$ cat src/rtl/clk_enable_scheduler.sv
// clk_enable_scheduler: per-channel /div tick and phase enables on one clock, with realigning FSM.
module clk_enable_scheduler #(
    parameter int NCH = 3,
    parameter int DW  = 8
) (
    input  logic           clk,
    input  logic           reset,
    input  logic           run,
    input  logic           cfg_valid,
    output logic           cfg_ready,
    input  logic [1:0]     cfg_ch,
    input  logic [DW-1:0]  cfg_div,
    output logic           cfg_err,
    output logic [NCH-1:0] tick,
    output logic [NCH-1:0] phase,
    output logic [1:0]     state
);
    typedef enum logic [1:0] {IDLE = 2'd0, ALIGN = 2'd1, RUN = 2'd2, UPDATE = 2'd3} state_t;

    state_t                   state_q, state_d;
    logic [NCH-1:0][DW-1:0]   div_q, div_d, cnt_q, cnt_d;
    logic [NCH-1:0]           tick_q, tick_d, phase_q, phase_d, hit;
    logic                     err_q, err_d, acc;

    assign cfg_ready = (state_q == IDLE) || (state_q == RUN);
    assign cfg_err   = err_q;
    assign tick      = tick_q;
    assign phase     = phase_q;
    assign state     = state_q;

    always_comb begin
        acc     = cfg_valid && cfg_ready;
        err_d   = acc && (int'(cfg_ch) >= NCH);
        div_d   = div_q;
        cnt_d   = '0;
        tick_d  = '0;
        phase_d = '0;
        hit     = '0;
        state_d = (state_q == RUN)  ? (!run ? IDLE : acc ? UPDATE : RUN) :
                  (state_q == IDLE) ? (run ? ALIGN : IDLE) :
                                      (run ? RUN : IDLE);
        for (int i = 0; i < NCH; i++) begin
            if (acc && int'(cfg_ch) == i)
                div_d[i] = (cfg_div == '0) ? DW'(1) : cfg_div;
            hit[i] = cnt_q[i] == div_q[i] - DW'(1);
        end
        // Counting only continues while RUN persists; any exit or realignment clears all channels.
        if (state_q == RUN && state_d == RUN) begin
            for (int i = 0; i < NCH; i++) begin
                cnt_d[i]   = hit[i] ? '0 : cnt_q[i] + DW'(1);
                tick_d[i]  = hit[i];
                phase_d[i] = phase_q[i] ^ hit[i];
            end
        end
    end

    always_ff @(posedge clk) begin
        if (reset) begin
            state_q <= IDLE;
            cnt_q   <= '0;
            tick_q  <= '0;
            phase_q <= '0;
            err_q   <= 1'b0;
            for (int i = 0; i < NCH; i++)
                div_q[i] <= DW'(1 << i);
        end else begin
            state_q <= state_d;
            cnt_q   <= cnt_d;
            tick_q  <= tick_d;
            phase_q <= phase_d;
            err_q   <= err_d;
            div_q   <= div_d;
        end
    end
endmodule
$ cat config.mk
export PLATFORM = sky130hd
export DESIGN_NAME = clk_enable_scheduler
export DESIGN_NICKNAME = d
export VERILOG_FILES = /design/src/rtl/clk_enable_scheduler.sv
export SDC_FILE = /design/constraint.sdc
export NUM_CORES = 1
export LEC_CHECK = 0
export CORE_ASPECT_RATIO = 1.4
export CORE_UTILIZATION = 42
export CTS_CLUSTER_DIAMETER = 200
export DETAILED_ROUTE_END_ITERATION = 7
export GPL_ROUTABILITY_DRIVEN = 0
export SETUP_SLACK_MARGIN = 0.05
export SLEW_MARGIN = 25
export SYNTH_ARGS = -nofsm -noshare
export SYNTH_HDL_FRONTEND = slang
export SYNTH_SLANG_ARGS = --single-unit
$ cat constraint.sdc
create_clock -name clk -period 4.9 [get_ports clk]
set_clock_uncertainty 0.2 [all_clocks]
set_input_delay 0.98 -clock clk [delete_from_list [all_inputs] [get_ports clk]]
set_output_delay 0.98 -clock clk [all_outputs]
set_load 0.005 [all_outputs]
==> impl_results.md, run 1 <==
* Setup Viol. Count Final at 0
* Wire length per cell at 13.1 um
* MaxCap Viol Count at 0
* Mapped Area at 0.00295 mm^2
* GRT Overall Usage at 18.1%
* Die Footprint at 0.00737 mm^2
* Synth warnings at 0
* CTS Hold Bufs at 0
* Starting Density at 44.1%
* Post CTS Setup Buffer Count at 0
* Core Area at 0.00670 mm^2
* Relative slew slack at 42.1%
* Port bufs at 23
* Yosys top cell area share at 38.6%
* Slew Limit Fails at 0
* # DRC at 0
* TritonCTS buffer count at 9
* Final nets at 368
* Routed wl met3 at 138 um
* DR top layer: met4
* Flops & latches, synth at 57
* RSZ-0062 raised after global routing: false
* FMAX at 347 MHz
* Hold Violations, Final at 0
* Ys async rst share at 0%
* Initial antenna violation count at 0
* Antenna-violating nets left at 0
* TritonRoute pass-1 iters at 4
* Metal-1 WL at 2640 um
* Post-Route WL at 5840 um
* Root buffer cell: clkbuf_8
* Fin crit share at 58.8%
* Clk sinks at 57
* Clock tree buffer depth at 2
* Max IR drop VDD at 163 uV
* Post-layout util at 51.2%
* DR vias/cell at 4.96
* Synth Flop Type: dfxtp_1
* Top-count cell post-synth: dfxtp_1
* Crit path launch type: input port
* Pin count of the biggest net entering global routing at 24
* I/O Pins at 24
* Worst hold path type: reg -> reg
* Clock Pin Slew Worst Setup and Hold Paths at 0.07 ns
* Die Wd at 72.9 um
* Worst Setup SP: reset
* H-tree levels at 3
* Number of enable flip-flop cells after synthesis at 0
* 1st-iter DRT viols at 74
* First-pass GRT wire length at 10100 um
* Placement Rows at 35
* Worst Setup End Kind: flip-flop
* Post-Syn Nets at 345
* Unique cell type count in the Yosys netlist at 51
* Via count at 2207
* Max FO, Critical Path at 23
* Antenna diodes at 0
* Arr. time, crit path at 2.95 ns
* Chip Height at 101 um
* Outcome: complete, no violations
* CP required at 4.97 ns
* Cells after synthesis at 325
* Post-synth top area cell: dfxtp_1
* Area growth syn-to-layout at 16.3%
* CTS tree: yes
* Hold path depth at 1
* Vias in the first global route at 2245
* Setup CP Type: in -> reg
* Worst hold path startpoint: cnt_q[8]
* Layout cells sized above 1 at 15.6%
* Min Tclk post-route at 2.88 ns
* Power Density at 292 mW/mm^2
* Latest clock arrival within the worst-skew pair at 0.33 ns
* Setup TNS at 0 ns
* GR Overflow Total at 0
* R2r startpoint: div_q[0]
* Sequential area share after synthesis at 38.6%
* Synth top cells by count: dfxtp_1 (57), nor2_1 (36), xnor2_1 (24), xor2_1 (23), nand2_1 (22)
* Routed met2 length at 2940 um
* DP HPWL at 4360 um
* Cts repair resizes at 0
* Top cells by area, synth: dfxtp_1 (39%), xnor2_1 (7.1%), xor2_1 (6.8%), nor2_1 (4.6%), mux2i_1 (4.4%)
* Avg Cell Area, Syn at 9.09 um^2
* Pleak at 1.22 nW
* Worst Tran Pin Value at 0.865 ns
* Register-to-Register Path Depth at 8
==> layer usage <==
layer	GRT usage (%)	vias up
met1	21.5	1010
met3	3.18	8
li1	-	1157
met5	0	-
met4	9.35	0
met2	31.1	32
==> per-stage QoR <==
step                      power, mW  cells  worst slack (ns)  instance area (um^2)  hold slack (ns)
after floorplan               0.553    325              2.44                  2950            0.248
after global placement        0.584    429              1.69                  3240            0.271
after detailed placement      0.585    429              1.65                  3240            0.268
after CTS                      1.02    445              2.01                  3430            0.278
after global routing           1.05    445              1.85                  3430            0.319
final                          1.00    445              2.02                  3430            0.282
==> critical path: stages <==
cell and delay [ns]:
clkdlybuf4s50_1 0.39, buf_4 0.20, inv_1 0.16, nand3_1 0.11
or3b_2 0.60, nand2b_2 0.36, nor2_2 0.14
==> power by group <==
part	switching, mW	internal [mW]	total, mW
Clock	0.195	0.233	0.429
Sequential	0.0100	0.471	0.481
Combinational	0.0451	0.0480	0.0931
Total	0.251	0.752	1.00
==> final timing paths <==
path | end | slack (ns)
max | cnt_q[13] | 2.02
min | cnt_q[8] | 0.28
max reg2reg | cnt_q[7] | 2.40
min reg2reg | cnt_q[8] | 0.28
==> kinds of logic after synthesis <==
family	synth area share, %
xor gates and xnor gates	14.7
AOI/OAI and AO/OA	10.1
muxes	4.41
buffers and inverters	4.19
and+or+nand+nor	25.4
DFF	38.6
adders and majority gates	2.54
==> sequential cells by signal (all words and copies together), names as in the netlist <==
name and count:
tick 3, state 2, phase 3, cnt_q 24, cfg_err 1, div_q 24
==> cell type report <==
| class | instances | area (um^2) |
|---|---|---|
| Clock buffer | 9 | 124 |
| Clock inverter | 7 | 71.3 |
| Fill cell | 651 | 3270 |
| Inverter | 13 | 48.8 |
| Multi-Input combinational cell | 242 | 1690 |
| Sequential cell | 57 | 1140 |
| Tap cell | 92 | 115 |
| Timing Repair Buffer | 25 | 245 |
==> cells in the final DEF, fill, tap and decap left out, types with 3 or more instances in the layout <==
master,netlist,final
xnor2_1,24,24
ha_1,6,6
inv_1,13,13
clkbuf_8,0,9
nand2_1,22,22
clkdlybuf4s50_1,0,23
clkinvlp_4,0,3
nand3_1,18,18
mux2i_1,13,13
nor2_1,36,36
a21oi_1,10,10
nor3_1,13,13
nor2_2,16,16
o21ba_2,4,4
a22oi_1,4,4
xor2_1,23,23
or3b_2,3,3
dfxtp_1,57,57
and3_1,5,5
No activity file was read; power rests on OpenSTA's default activity.
==> run 2: changes to the inputs <==
clock period = 2.6 ns   (was 4.9 ns; I/O delays follow)
==> run 2 against run 1 <==
Sequential share of layout area decreased by 0.57 points; sequential power increased by 89%; clock power increased by 91%; count of clock-buffer cells in the layout increased by 3; first-iteration DRC count decreased by 5.4%; hold slack got worse by 0.011 ns; power increased by 91%; global-route usage decreased by 0.72 points; non-clock buffer count increased by 6; flip-flop and latch count unchanged; die area unchanged; largest power group unchanged.
==> impl_results.md, run 2 (same netlist as run 1, synthesis figures left out) <==
* GRT Overall Usage at 17.4%
* Fin area at 0.00349 mm^2
* GRT met3 Usage at 5.07%
* Clk sinks at 57
* Worst Tran Pin Value at 0.415 ns
* DR vias/cell at 5.03
* Min Tclk post-route at 2.39 ns
* Leading cell type in the layout, fill and taps excluded: dfxtp_1
* # DRC at 0
* Starting Density at 44.1%
* Clock share of power at 42.9%
* Area growth syn-to-layout at 18.3%
* DP HPWL at 4420 um
* Switching Share at 23.0%
* Setup CP Type: reg -> reg
* Power Density at 548 mW/mm^2
* Cts repair resizes at 0
* Placement Rows at 35
* Placed Area at 0.00328 mm^2
* Latest clock arrival within the worst-skew pair at 0.33 ns
* MaxCap Viol Count at 0
* Antenna-violating nets left at 0
* Port bufs at 23
* Antenna diodes at 0
* Outcome: complete, no violations
* Slew Limit Fails at 0
* Setup Viol. Count Final at 0
* Post CTS Setup Buffer Count at 0
* TritonRoute pass-1 iters at 5
* Post-Route WL at 5880 um
* Relative slew slack at 72.1%
* Final nets at 374
* Worst hold path type: reg -> reg
* GR Overflow Total at 0
* Worst R2R Setup Slack at 0.21 ns
* Pin count of the biggest net entering global routing at 23
* Max IR drop VDD at 316 uV
* 1st-iter DRT viols at 70
* Gate power share at 9.7%
* Placed Cells at 435
* RSZ-0062 raised after global routing: false
* Initial antenna violation count at 0
* I/O Pins at 24
* Arr. time, crit path at 2.42 ns
* Reg power frac at 47.4%
* First-pass GRT wire length at 9740 um
* Gr busiest metal: met2
* Die Footprint at 0.00737 mm^2
* H-tree levels at 3
* Clock Pin Slew Worst Setup and Hold Paths at 0.06 ns
* Most frequent cells in the layout: dfxtp_1 (57), nor2_1 (36), xnor2_1 (24), xor2_1 (23), clkdlybuf4s50_1 (23)
* CTS Hold Bufs at 0
* CP required at 2.63 ns
* Max FO, Critical Path at 8
* GR Util met2 at 28.8%
* Biggest regs: cnt_q (24), div_q (24)
* Layout cells sized above 1 at 16.8%
* Clock tree buffer depth at 2
* FMAX at 418 MHz
* Fin crit share at 92.1%
* Setup TNS at 0 ns
* Root buffer cell: clkbuf_8
* Hold Violations, Final at 0
* Met1 GRT Util at 21.0%
* Core Area at 0.00670 mm^2
* TritonCTS buffer count at 9
* Vias in the first global route at 2100
* CTS tree: yes
* P_int at 1.47 mW
* Die Wd at 72.9 um
* Worst Setup End Kind: flip-flop
* Crit path launch type: flip-flop
* Via count at 2262
* Chip Height at 101 um
* Pleak at 1.28 nW
* Psw at 0.440 mW
* Wire length per cell at 13.1 um
* Fin cells at 450
[run 2: power groups by stage]
stage	Combinational [mW]	Sequential [mW]	Clock [mW]
2_1_floorplan	0.120	0.922	0
3_3_place_gp	0.186	0.926	0
3_5_place_dp	0.186	0.926	0
4_1_cts	0.187	0.907	0.845
5_1_grt	0.203	0.909	0.888
6_report	0.186	0.907	0.820
[run 2: final timing paths]
| path | start | endpoint | cells after the start |
|---|---|---|---|
| max | div_q[16] | cnt_q[23] | 8 |
| min | state[1] | state[0] | 1 |
| max reg2reg | div_q[16] | cnt_q[23] | 8 |
| min reg2reg | state[1] | state[0] | 1 |
[run 2: critical path: stages, from the launching register on]
cell	delay, ns
dfxtp_1	0.36
inv_1	0.08
ha_1	0.21
or3b_2	0.49
nor3_1	0.19
xnor2_1	0.09
a2111o_1	0.46
nand2b_4	0.17
nor2_2	0.05
[run 2: area by class of cell]
| class | count | area (um^2) |
|---|---|---|
| inverters | 13 | 48.8 |
| multi-input cells | 242 | 1700 |
| clock buffers | 12 | 155 |
| well taps | 92 | 115 |
| flip-flops and latches | 57 | 1140 |
| repair buffers | 31 | 290 |
| clock inverters | 3 | 40.0 |
| fillers | 666 | 3210 |
[run 2: stage by stage]
| stage | hold slack, ns | setup slack, ns | total power, mW | utilization, % |
|---|---|---|---|---|
| after floorplan | 0.248 | 0.302 | 1.04 | - |
| after global placement | 0.259 | 0.153 | 1.11 | 49.0 |
| after detailed placement | 0.262 | 0.111 | 1.11 | 49.0 |
| after CTS | 0.272 | 0.115 | 1.94 | 51.9 |
| after global routing | 0.298 | 0.0670 | 2.00 | 52.1 |
| final | 0.271 | 0.205 | 1.91 | 52.1 |
[run 2: per-layer routing]
metal / up-vias / wire (um) / share of wire [%]
li1: 1168 / - / -
met1: 1036 / 2720 / 46
met2: 48 / 2830 / 48
met3: 10 / 248 / 4.2
met4: 0 / 74 / 1.3
met5: - / 0 / 0
==> run 3: changes to the inputs <==
clock period = 2.4 ns   (was 2.6 ns; I/O delays follow)
==> run 3 against run 2 <==
Global-route usage is 1.1 points higher; critical path depth is 2 lower; fmax rose by 5.2%; flip-flop and latch count did not move; design area grew 2.5%; final cell count grew 2.2%; largest cell class unchanged; largest power group unchanged; highest routed layer unchanged.
==> impl_results.md, run 3 (same netlist as run 1, synthesis figures left out) <==
* CTS tree: yes
* Critical path, cell by cell: or4_4, and4bb_1, a311oi_1, a2111o_1, nand2b_4, nor2_2
* MaxCap Viol Count at 0
* Via count at 2337
* Fin area at 0.00358 mm^2
* Power Density at 558 mW/mm^2
* Latest clock arrival within the worst-skew pair at 0.33 ns
* Crit path launch type: flip-flop
* Leading cell type in the layout, fill and taps excluded: dfxtp_1
* Die Wd at 72.9 um
* Chip Height at 101 um
* P_int at 1.51 mW
* I/O Pins at 24
* Layout cells sized above 1 at 20.9%
* Switching Share at 24.5%
* TritonCTS buffer count at 9
* Vias in the first global route at 2220
* Fin cells at 460
* Pin count of the biggest net entering global routing at 23
* Core Area at 0.00670 mm^2
* Antenna-violating nets left at 0
* Clock tree buffer depth at 2
* Slew Limit Fails at 0
* DR vias/cell at 5.08
* 1st-iter DRT viols at 81
* Max IR drop VDD at 325 uV
* Fin crit share at 94.8%
* Pleak at 1.33 nW
* Port bufs at 23
* Wire length per cell at 13.3 um
* Root buffer cell: clkbuf_8
* Reg power frac at 49.1%
* Min Tclk post-route at 2.28 ns
* Antenna diodes at 0
* Setup Viol. Count Final at 0
* GR Overflow Total at 0
* Biggest regs: cnt_q (24), div_q (24)
* Max incr delay on CP at 0.55 ns
* TritonRoute pass-1 iters at 4
* H-tree levels at 3
* Initial antenna violation count at 0
* Setup CP Type: reg -> reg
* CP required at 2.42 ns
* GRT Overall Usage at 18.5%
* Placement Rows at 35
* Worst R2R Setup Slack at 0.12 ns
* Clock share of power at 39.6%
* Psw at 0.489 mW
* Clk sinks at 57
* DP HPWL at 4550 um
* Clock Pin Slew Worst Setup and Hold Paths at 0.06 ns
* Hold Violations, Final at 0
* Slowest CP cell: or4_4
* RSZ-0062 raised after global routing: false
* Post-layout util at 53.4%
* CTS Hold Bufs at 0
* First-pass GRT wire length at 10400 um
* Placed Cells at 443
* # DRC at 0
* Worst Tran Pin Value at 0.419 ns
* Relative slew slack at 72.1%
* Most frequent cells in the layout: dfxtp_1 (55), nor2_1 (36), xnor2_1 (24), xor2_1 (23), clkdlybuf4s50_1 (23)
* Die Footprint at 0.00737 mm^2
* Worst hold path type: reg -> reg
* Post-Route WL at 6100 um
* Worst Setup End Kind: flip-flop
* Final nets at 383
* Outcome: complete, no violations
* Starting Density at 44.1%
* Arr. time, crit path at 2.30 ns
* Max FO, Critical Path at 8
* Placed Area at 0.00334 mm^2
* FMAX at 440 MHz
* Gate power share at 11.3%
* Area growth syn-to-layout at 21.3%
## run 3: power groups by stage
stage / Sequential [mW] / Clock, mW / Combinational, mW
2_1_floorplan: 0.999 / 0 / 0.130
6_report: 0.981 / 0.792 / 0.226
4_1_cts: 0.980 / 0.822 / 0.215
5_1_grt: 0.983 / 0.866 / 0.247
3_3_place_gp: 1.00 / 0 / 0.212
3_5_place_dp: 1.00 / 0 / 0.213
## run 3: layer usage
| metal | vias up | GRT usage [%] | wire (um) |
|---|---|---|---|
| met5 | - | 0 | 0 |
| met4 | 0 | 7.69 | 88 |
| met3 | 8 | 4.88 | 170 |
| met2 | 33 | 30.6 | 2970 |
| met1 | 1110 | 22.7 | 2870 |
| li1 | 1186 | - | - |
## run 3: layout make-up
type / count / area (um^2)
Fill cell: 630 / 3120
Tap cell: 92 / 115
Multi-Input combinational cell: 242 / 1740
Inverter: 13 / 48.8
Timing Repair Buffer: 40 / 358
Clock buffer: 13 / 159
Sequential cell: 57 / 1140
Clock inverter: 3 / 15.0
## run 3: what timing repair did
item,in CTS,in global routing
setup endpoints to repair,16,27
hold endpoints to repair,0,0
pin swaps,0,4
resized for setup,2,10
gates cloned,0,0
setup buffers,0,1
## run 3: final timing paths
kind | start | to | depth (start not counted)
max | div_q[16] | cnt_q[19] | 6
max reg2reg | div_q[16] | cnt_q[19] | 6
min | div_q[7] | div_q[7] | 2
min reg2reg | div_q[7] | div_q[7] | 2
## run 3: critical path, delay by kind of cell (launching register included)
kind	cells	cell delay (ns)
AO/OA/AOI/OAI	2	0.56
flip-flops	1	0.33
AND/OR/NAND/NOR	4	1.07
## run 3: through the flow
step	power, mW	setup slack, ns	setup TNS, ns	hold WS [ns]
CTS	2.02	0.0741	0	0.281
detailed placement	1.21	-0.0114	-0.0121	0.264
global route	2.10	0.0513	0	0.311
finish	2.00	0.125	0	0.275
global placement	1.21	0.0389	0	0.269
floorplan	1.13	0.102	0	0.248
